File: src/rtl/des_key_recovery.sv
// Realigns per-lane DES match vectors with the base key that produced them,
// reconstructs the matching key and reports it through a valid/ack handshake.
module des_key_recovery #(
    parameter int unsigned LANES   = 28,
    parameter int unsigned LATENCY = 16,
    parameter int unsigned KEY_W   = 56
) (
    input  logic             CLOCK_50,
    input  logic             RESET_N,
    input  logic             start,
    input  logic             issue_valid,
    input  logic [KEY_W-1:0] key_base,
    input  logic [LANES-1:0] lane_match,
    input  logic             result_ack,
    output logic             result_valid,
    output logic [KEY_W-1:0] found_key,
    output logic [4:0]       found_lane,
    output logic [7:0]       hit_count,
    output logic             busy,
    output logic             exhausted
);

    localparam int unsigned LANE_W = 5;
    localparam logic [KEY_W-1:0] LAST_BASE = {KEY_W{1'b1}} - KEY_W'(LANES - 1);

    typedef enum logic [1:0] {S_IDLE, S_SEARCH, S_FOUND, S_DONE} state_t;

    state_t             state_q, state_d;
    logic               dl_v_q [LATENCY];
    logic [KEY_W-1:0]   dl_k_q [LATENCY];

    logic               dv;
    logic [KEY_W-1:0]   dbase;
    logic [LANE_W-1:0]  hit_lane;
    logic [KEY_W:0]     key_sum;
    logic               active, hit, last;

    logic               exh_d, rv_d, busy_d;
    logic [7:0]         hc_d;
    logic [KEY_W-1:0]   fk_d;
    logic [LANE_W-1:0]  fl_d;

    assign dv    = dl_v_q[LATENCY-1];
    assign dbase = dl_k_q[LATENCY-1];

    // Lowest set lane wins.
    always_comb begin
        hit_lane = '0;
        for (int i = int'(LANES) - 1; i >= 0; i--) begin
            if (lane_match[i]) hit_lane = LANE_W'(i);
        end
    end

    // Carry out of the top bit is dropped so the last batch wraps to key 0.
    assign key_sum = {1'b0, dbase} + (KEY_W + 1)'(hit_lane);
    assign active  = (state_q == S_SEARCH) || (state_q == S_FOUND);
    assign hit     = dv && (lane_match != '0) && active && !start;
    assign last    = dv && (dbase >= LAST_BASE) && active && !start;

    always_comb begin
        state_d = state_q;
        exh_d   = exhausted;
        hc_d    = hit_count;
        fk_d    = found_key;
        fl_d    = found_lane;
        if (start) begin
            state_d = S_SEARCH;
            exh_d   = 1'b0;
            hc_d    = '0;
        end else begin
            if (hit && hit_count != 8'hFF) hc_d = hit_count + 8'd1;
            if (last) exh_d = 1'b1;
            case (state_q)
                S_SEARCH: begin
                    if (hit) begin
                        state_d = S_FOUND;
                        fk_d    = key_sum[KEY_W-1:0];
                        fl_d    = hit_lane;
                    end else if (last) begin
                        state_d = S_DONE;
                    end
                end
                S_FOUND: begin
                    if (result_ack) state_d = exh_d ? S_DONE : S_SEARCH;
                end
                default: ;
            endcase
        end
        rv_d   = (state_d == S_FOUND);
        busy_d = (state_d == S_SEARCH) || (state_d == S_FOUND);
    end

    always_ff @(posedge CLOCK_50 or negedge RESET_N) begin
        if (!RESET_N) begin
            state_q      <= S_IDLE;
            result_valid <= 1'b0;
            found_key    <= '0;
            found_lane   <= '0;
            hit_count    <= '0;
            busy         <= 1'b0;
            exhausted    <= 1'b0;
        end else begin
            state_q      <= state_d;
            result_valid <= rv_d;
            found_key    <= fk_d;
            found_lane   <= fl_d;
            hit_count    <= hc_d;
            busy         <= busy_d;
            exhausted    <= exh_d;
        end
    end

    // Issue delay line; a start invalidates everything in flight.
    always_ff @(posedge CLOCK_50 or negedge RESET_N) begin
        if (!RESET_N) begin
            for (int i = 0; i < int'(LATENCY); i++) begin
                dl_v_q[i] <= 1'b0;
                dl_k_q[i] <= '0;
            end
        end else begin
            dl_v_q[0] <= issue_valid && !start;
            dl_k_q[0] <= key_base;
            for (int i = 1; i < int'(LATENCY); i++) begin
                dl_v_q[i] <= dl_v_q[i-1] && !start;
                dl_k_q[i] <= dl_k_q[i-1];
            end
        end
    end

endmodule

File: config.mk
export PLATFORM = sky130hd
export DESIGN_NAME = des_key_recovery
export DESIGN_NICKNAME = d
export VERILOG_FILES = /design/src/rtl/des_key_recovery.sv
export SDC_FILE = /design/constraint.sdc
export NUM_CORES = 1
export LEC_CHECK = 0
export BUFFER_PORTS_ARGS = -buffer_cell sky130_fd_sc_hd__buf_2
export CAP_MARGIN = 5
export CELL_PAD_IN_SITES_DETAIL_PLACEMENT = 0
export CELL_PAD_IN_SITES_GLOBAL_PLACEMENT = 1
export CORE_MARGIN = 8
export CORE_UTILIZATION = 25
export DETAILED_ROUTE_END_ITERATION = 6
export PLACE_DENSITY_LB_ADDON = 0.1
export SYNTH_ARGS = -nofsm -noshare
export SYNTH_HDL_FRONTEND = slang
export SYNTH_SLANG_ARGS = --single-unit
File: constraint.sdc
create_clock -name CLOCK_50 -period 5.77 [get_ports CLOCK_50]
set_clock_uncertainty 0.15 [all_clocks]
set_input_delay 1.154 -clock CLOCK_50 [delete_from_list [all_inputs] [get_ports CLOCK_50]]
set_output_delay 1.154 -clock CLOCK_50 [all_outputs]
set_load 0.005 [all_outputs]
==> results of run 1 <==
-- per-stage QoR --
stage | instances | cell area (sq um)
6_report | 3212 | 33890
5_1_grt | 3212 | 33890
4_1_cts | 3212 | 33890
3_5_place_dp | 3017 | 30160
3_3_place_gp | 3017 | 30160
2_1_floorplan | 1443 | 27420
-- area by class of cell --
type                            instances  share of cell area [%]
Inverter                               22                  0.2437
Multi-Input combinational cell        415                   7.597
Timing Repair Buffer                  180                   3.131
Clock buffer                          158                   9.421
Clock inverter                         37                   1.587
Tap cell                             1414                   5.220
Sequential cell                       986                   72.80
-- cell usage after synthesis (10+ instances only) --
| master | instances |
|---|---|
| a21oi_1 | 11 |
| buf_2 | 10 |
| dfrtp_1 | 986 |
| inv_1 | 22 |
| nand2_1 | 81 |
| nand3_1 | 19 |
| nand4_1 | 11 |
| nor2_1 | 35 |
| nor2b_1 | 20 |
| nor3_1 | 22 |
| nor4_1 | 14 |
| o21ai_0 | 60 |
| xnor2_1 | 47 |
| xor2_1 | 10 |
-- path summary, 6_finish.rpt --
kind	endpoint	slack [ps]	depth (start not counted)
max	found_key[34]	1480	15
min	dbase[24]	180	0
max reg2reg	found_key[38]	2420	8
min reg2reg	dbase[24]	180	0
max in group asynchronous	dl_k_q[886]	3750	3
min in group asynchronous	dl_k_q[818]	390	1
-- registers in the layout, indices dropped and copies added, names as in the netlist --
name,flops
busy,1
dbase,56
dl_k_q,840
dl_v_q,15
dv,1
exhausted,1
found_key,56
found_lane,5
hit_count,8
result_valid,1
state_q,2
-- logic make-up (layout without fill, tap and decap cells) --
kind of cell | Yosys count | count (layout) | synth area share (%)
xor gates and xnor gates | 57 | 57 | 1.821
adders and majority gates | 10 | 10 | 0.4837
muxes | 5 | 5 | 0.2053
buffers and inverters | 42 | 397 | 0.6480
DFF | 986 | 986 | 89.99
and+or+nand+nor | 234 | 234 | 4.490
AOI/OAI and AO/OA | 109 | 109 | 2.364
-- power by group through the flow --
stage	registers (mW)	logic (mW)	clock network (mW)
2_1_floorplan	7.43	0.0820	0
3_3_place_gp	7.46	0.303	0
3_5_place_dp	7.47	0.309	0
4_1_cts	7.34	0.311	7.32
5_1_grt	7.37	0.346	7.61
6_report	7.34	0.291	6.99
-- per-layer routing --
metal | part of all wire (%) | routed length, um
met1 | 45 | 19910
met2 | 43 | 19160
met3 | 7.5 | 3311
met4 | 4.0 | 1769
met5 | 0.016 | 7
-- critical path, stage by stage --
cell and delay (ps):
buf_2 110, or3_1 360, a221oi_1 210, o21ai_0 160, o211ai_1 120, o2111ai_1 180, o21ai_0 140, ha_1 260
fa_1 250, a211oi_1 100, o21bai_1 370, nand3_2 520, nor4_1 470, xnor2_1 150, o21ai_0 90
==> results.toml, run 1 <==
[power_and_ir_drop]
leakage_nw = 15.24
p_switching_mw = 3.005
fin_total_pwr_mw = 14.61
internal_power_mw = 11.61
powerDensity_mw_per_mm2 = 431.2
seqPwrFrac_pct = 50.2
peakVddDrop_mv = 0.2329
pwr-share-clk_pct = 47.8
p_comb_share_pct = 2.0
switching_share_pct = 20.56

[clocking]
cts_buffer_depth = 3
cts_hold_buffers = 0
clockRootBuffer = "clkbuf_16"
cts_sinks = 986
insertion_delay_ps = 660
cts_tree = "built"
clk_pin_slew_worst_paths_ps = 60
cts_made_buffers = 108
postCtsResizedCells = 0
cts_setup_buffers = 0
htree_num_levels = 3

[route]
routed-via-count = 11640
drc = 0
ant_nets = 0
initialDrtViolationCount = 516
routedWlPerCell_um = 13.75
drt-pass1-iter-count = 4
via_per_inst = 3.624
wl_um = 44160

[floorplanning]
die_area_sq_mm = 0.1205
pin_count = 161
start_util_pct = 25.19
dieWidth_um = 347.2
die_h_um = 347.2
core_sq_mm = 0.1089
rows = 121

[critical_path]
crit_fanout = 18
critPathLaunchType = "input pin"
crit_path_end_kind = "register"
cp.required_ps = 6140
path_class = "in -> reg"
rr_startpoint = "state_q[0]"
cp.arrival_ps = 4650
crit_path_start = "lane_match[16]"

[grt]
antenna_found_initial = 2
grt_pass1_vias = 13096
grt_busiest_layer = "met2"
grt_max_degree = 133
grt_usage_pct = 7.579
overflow = 0
gr-usage-met1_pct = 9.966
met3_usage_pct = 3.094
grt_pass1_wl_um = 74020
grtUsageMet2_pct = 11.02

[place]
portBuffers = 160
gp_congestion = 0.7466
post-dp-hpwl_um = 26010
dpl_worst_slack_ps = 766.4

[synth]
netlist.area_leader.share_pct = 89.99
synth_cell_type_count = 51
ys.flop_type = "dfrtp_1"
synth_cells = 1443
synth.area.top_cells = "dfrtp_1 90%, xnor2_1 1.5%, nand2_1 1.1%, o21ai_0 1.1%, nor2_1 0.48%"
ys_ff_latch = 986
avgSynthCellArea_sq_um = 19.00
synth_warnings = 0
yosysSeqAreaShare_pct = 89.99
yosysTopAreaCell = "dfrtp_1"
synth_edf_count = 0
syn_nets = 1542
postSynth.asyncResetShare_pct = 100.0
syn_area_sq_mm = 0.02742

[finish]
antenna_cells = 0
final_common_cell = "dfrtp_1"
final_cell_mix = "986 x dfrtp_1, 159 x buf_2, 110 x clkbuf_16"
seq_area_sq_mm = 0.02467
multi_input_area_sq_mm = 0.002575
area_growth_pct = 23.61
fillers = 10601
drive_gt1_share_pct = 20.91
layout.nets = 1812
finish.utilization_pct = 31.14

[flow_run]
maxCapViolCount = 0

[min_path]
hold_class = "reg -> reg"
hold_start = "dl_k_q[80]"

[timing]
setup_tns_ps = 0
period_needed_ps = 4286
grt_setup_unrepaired = "false"
setup_violations = 0
drv_slew = 0
layout_setup_ws_ps = 1484
fin_crit_sh_pct = 74.28
fmax_ghz = 0.2333
hold_viol = 0
max_slew.worst_pin.slew_ps = 967.7
slew_headroom_pct = 35.05
whs_ps = 182.7

[status]
status = "completed"
(Power assumes the default switching activity.)
==> run 2, diff against run 1 <==
ABC_AREA = 1   (was default)
clock period = 3.9 ns   (was 5.77 ns; I/O delays follow)
==> results.toml, run 2 <==
[critical_path]
cp.arrival_ps = 4480
crit_path_end_kind = "register"
r2r_setup_slack_ps = 580
path_class = "in -> reg"
critPathLaunchType = "input pin"
rr_startpoint = "state_q[0]"
crit_fanout = 2
cp_slowest_cell = "nor4_4"
slowest_delay_ps = 260
cpMostUsedCell = "nand2_1"
crit_path_start = "lane_match[26]"
cp.required_ps = 4360

[route]
drt-pass1-iter-count = 5
routedWlPerCell_um = 13.83
initialDrtViolationCount = 558
via_per_inst = 3.547
wl_um = 49130
drc = 0
routed-via-count = 12598
ant_nets = 0

[clocking]
cts_made_buffers = 107
clockRootBuffer = "clkbuf_16"
cts_tree = "built"
htree_num_levels = 3
insertion_delay_ps = 670
clk_pin_slew_worst_paths_ps = 60
cts_sinks = 986
cts_buffer_depth = 3

[place]
post-dp-hpwl_um = 30660
gp_congestion = 0.7698
post_dp_cell_area_sq_mm = 0.03111
portBuffers = 160

[min_path]
hold_class = "in -> reg"
hold_start = "key_base[51]"

[power_and_ir_drop]
powerDensity_mw_per_mm2 = 610.6
peakVddDrop_mv = 0.3410
leakage_nw = 16.44
fin_total_pwr_mw = 21.66

[finish]
regMostFlops = "dl_k_q"
drive_gt1_share_pct = 23.74
final_common_cell = "dfrtp_1"
design_area_sq_mm = 0.03548
antenna_cells = 0
final_cell_mix = "986 x dfrtp_1, 218 x nand2_1, 158 x buf_2"
area_growth_pct = 28.17
layout.nets = 2078
largest_reg_flops = 840

[synth]
synth_cell_type_count = 40
syn_nets = 1703
synth.area.top_cells = "dfrtp_1 89%, nand2_1 3.1%, inv_1 1.3%, nor2_1 0.88%, xor2_1 0.85%"
yosysSeqAreaShare_pct = 89.13
syn_area_sq_mm = 0.02768
synthTopCellsByCount = "986 x dfrtp_1, 230 x nand2_1, 97 x inv_1"
synth_edf_count = 0
ys.flop_type = "dfrtp_1"
netlist.area_leader.share_pct = 89.13
ys_ff_latch = 986
synth.most_common_cell = "dfrtp_1"
postSynth.asyncResetShare_pct = 100.0
yosysTopAreaCell = "dfrtp_1"
synth_warnings = 0
avgSynthCellArea_sq_um = 17.26
synth_cells = 1604

[timing]
hold_viol = 0
fmax_ghz = 0.2486
grt_setup_unrepaired = "true"
fin_crit_sh_pct = 103.1
period_needed_ps = 4022
max_slew.worst_pin.slew_ps = 665.9
whs_ps = 70.74
layout_setup_ws_ps = -122.1
drv_slew = 0
slew_headroom_pct = 55.26
setup_violations = 12

[grt]
overflow = 0
grt_usage_pct = 8.308
grt_pass1_vias = 14322
antenna_found_initial = 0
grt_pass1_wl_um = 81230
grt_max_degree = 119

[floorplanning]
rows = 122
pin_count = 161
start_util_pct = 25.12
die_area_sq_mm = 0.1216
dieWidth_um = 348.8
die_h_um = 348.8
core_sq_mm = 0.1102

[status]
failed_checks = "setup timing"
status = "finished, violations left"

[flow_run]
maxCapViolCount = 0
-- run 2: changes by cell type after synthesis, moves of 20 or more --
cell,previous run,this run
nor2_1,35,65
xnor2_1,47,19
nand2_1,81,230
o21ai_0,60,27
inv_1,22,97
nor2b_1,20,0
-- run 2: worst max-delay path, delay by kind of cell --
| family | cells | cell delay, ps |
|---|---|---|
| AO/OA/AOI/OAI | 2 | 220 |
| XOR/XNOR | 1 | 150 |
| buffers and inverters | 4 | 430 |
| adder cells (fa/ha/maj) | 1 | 200 |
| AND/OR/NAND/NOR | 38 | 2700 |
-- run 2: worst paths after layout --
| check | end | depth (start not counted) |
|---|---|---|
| worst min register to register | dbase[45] | 0 |
| worst max register to register | busy | 14 |
| worst min-delay path | dl_k_q[891] | 1 |
| worst max-delay path | found_key[41] | 46 |
| min in group asynchronous | dl_k_q[614] | 2 |
| max in group asynchronous | dl_k_q[577] | 4 |
-- run 2: layout make-up --
class,instances,area [sq um]
clock buffers,158,3222
clock inverters,36,485.5
fillers,10891,74730
inverters,98,382.9
multi-input cells,506,2887
flip-flops and latches,986,24670
well taps,1488,1862
repair buffers,280,1968
-- run 2: kinds of logic (layout without fill, tap and decap cells) --
family	count (synthesis)	count (layout)	synth area share, %
DFF	986	986	89.13
and+or+nand+nor	390	390	6.160
buffers and inverters	112	572	1.519
AOI/OAI and AO/OA	60	60	1.257
xor gates and xnor gates	46	46	1.455
adders and majority gates	10	10	0.4791
-- run 2: per-layer routing --
| metal | track usage, % | part of all wire, % | vias to the layer above |
|---|---|---|---|
| met3 | 3.051 | 7.2 | 126 |
| li1 | - | - | 5807 |
| met1 | 10.64 | 44 | 6404 |
| met2 | 12.63 | 45 | 261 |
| met5 | 0 | 0 | - |
| met4 | 3.590 | 3.6 | 0 |
-- run 2: metrics by stage --
step           setup TNS [ps]  instances  utilization, %  setup WS (ps)
6_report               -735.7       3552           32.19         -122.1
5_1_grt                -10490       3552           32.19         -555.1
4_1_cts                -490.4       3542           31.93         -111.7
3_5_place_dp           -25720       3316           28.23         -933.6
3_3_place_gp           -27450       3316           28.23         -964.3
2_1_floorplan           -2702       1604               -         -392.4
-- run 2: report_power, final --
group | total, mW | internal, mW | switching, mW | leakage [nW]
clock | 10.2 | 6.25 | 3.99 | 1.82
combinational | 0.535 | 0.176 | 0.359 | 2.94
sequential | 10.9 | 10.7 | 0.161 | 11.7
-- run 2: repair_timing --
action,in CTS,in global routing
pin swaps,2,21
cloned,0,0
hold buffers,31,0
hold endpoints to repair,75,0
endpoints found under the setup margin,14,34
buffers inserted,1,12
resized for setup,15,45
==> run 3, diff against run 2 <==
RECOVER_POWER = 100   (was default)
==> results.toml, run 3 (synthesized netlist as in run 2, its figures left out) <==
[status]
status = "finished, violations left"
failed_checks = "capacitance limit, slew limit, setup timing"

[finish]
regMostFlops = "dl_k_q"
antenna_cells = 0
largest_reg_flops = 840
final_cell_mix = "986 x dfrtp_1, 218 x nand2_1, 109 x clkbuf_16"
area_growth_pct = 27.17
design_area_sq_mm = 0.03520
final_common_cell = "dfrtp_1"
fillers = 10952
layout.nets = 2078
drive_gt1_share_pct = 19.86

[floorplanning]
die_h_um = 348.8
start_util_pct = 25.12
die_area_sq_mm = 0.1216
pin_count = 161
dieWidth_um = 348.8
core_sq_mm = 0.1102
rows = 122

[critical_path]
path_class = "in -> reg"
slowest_delay_ps = 260
cpMostUsedCell = "nand2_1"
critPathLaunchType = "input pin"
crit_path_end_kind = "register"
cp.required_ps = 4360
crit_fanout = 2
cp_slowest_cell = "nor4_4"
cp.arrival_ps = 4480
reg2reg_depth = 15

[timing]
hold_viol = 0
fin_crit_sh_pct = 103.1
grt_setup_unrepaired = "true"
drv_slew = 59
setup_violations = 12
layout_setup_ws_ps = -121.3
max_slew.worst_pin.slew_ps = 1531
slew_headroom_pct = -2.042
fmax_ghz = 0.2487
period_needed_ps = 4021

[route]
initialDrtViolationCount = 559
routed-via-count = 12613
via_per_inst = 3.551
ant_nets = 0
drc = 0
routedWlPerCell_um = 13.85
drt-pass1-iter-count = 4
wl_um = 49210

[clocking]
clk_pin_slew_worst_paths_ps = 60
cts_buffer_depth = 3
cts_sinks = 986
cts_tree = "built"
htree_num_levels = 3
insertion_delay_ps = 670
cts_made_buffers = 107
clockRootBuffer = "clkbuf_16"

[min_path]
hold_class = "in -> reg"
min_path_cells = 1

[grt]
grt_usage_pct = 8.308
overflow = 0
antenna_found_initial = 0
grt_max_degree = 119
grt_pass1_wl_um = 81230
grt_pass1_vias = 14322

[place]
post_dp_cell_area_sq_mm = 0.03111
gp_congestion = 0.7698
portBuffers = 160
post-dp-hpwl_um = 30660

[power_and_ir_drop]
fin_total_pwr_mw = 21.64
leakage_nw = 16.05
peakVddDrop_mv = 0.3416
powerDensity_mw_per_mm2 = 614.7

[flow_run]
maxCapViolCount = 1
run 3: cell types whose count changed in the layout (fill, tap and decap cells not counted):
cell / before / now
buf_12: 12 / 1
buf_2: 158 / 86
buf_4: 72 / 60
buf_6: 5 / 9
buf_8: 2 / 1
clkbuf_1: 18 / 97
clkbuf_2: 0 / 10
clkbuf_4: 0 / 3
nor3_1: 16 / 17
nor3_2: 3 / 2
run 3: final cells by class:
type	instances	area (sq um)	area share [%]
well taps	1488	1862	5.289
clock inverters	36	485.5	1.379
inverters	98	382.9	1.088
multi-input cells	506	2882	8.185
clock buffers	158	3222	9.152
flip-flops and latches	986	24670	70.09
repair buffers	280	1697	4.819
run 3: report_power, final:
part	switching, mW	total [mW]	leakage, nW	internal (mW)
registers	0.161	10.9	11.7	10.7
logic	0.355	0.506	2.55	0.152
clock network	4.00	10.2	1.82	6.25
total	4.51	21.6	16.1	17.1
run 3: timing repair:
item | CTS | global route
setup buffers | 1 | 12
pin swaps | 2 | 21
gates cloned | 0 | 0
endpoints found under the setup margin | 14 | 34
gates resized for setup | 15 | 45
endpoints found under the hold margin | 75 | 0
hold buffers | 31 | 0
run 3: worst max-delay path: cells and delay by family:
kind | cells | cell delay, ps
adder cells (fa/ha/maj) | 1 | 200
buffers and inverters | 4 | 430
XOR/XNOR | 1 | 150
AO/OA/AOI/OAI | 2 | 220
AND/OR/NAND/NOR | 38 | 2700
run 3: per-stage QoR:
stage	instances	utilization (%)	TNS [ps]	hold WS [ps]	worst slack, ps
2_1_floorplan	1604	-	-2702	181.2	-392.4
4_1_cts	3542	31.93	-490.4	0.4582	-111.7
3_5_place_dp	3316	28.23	-25720	184.7	-933.6
3_3_place_gp	3316	28.23	-27450	182.4	-964.3
5_1_grt	3552	31.94	-12270	9.840	-555.1
6_report	3552	31.94	-701.6	69.79	-121.3
run 3: layer usage:
layer	up-vias	track usage [%]	wire (um)
li1	5811	-	-
met1	6399	10.64	21490
met2	279	12.63	22410
met3	124	3.051	3471
met4	0	3.590	1835
met5	-	0	0
run 3: final timing paths:
path                           startpoint  slack, ps       endpoint
min in group asynchronous         RESET_N        900    dl_k_q[559]
setup reg to reg                dbase[13]        510           busy
hold / removal               key_base[51]         70    dl_k_q[891]
max in group asynchronous         RESET_N        520    dl_k_q[172]
hold reg to reg               dl_k_q[141]        190     dl_k_q[85]
setup / recovery           lane_match[26]       -120  found_key[41]
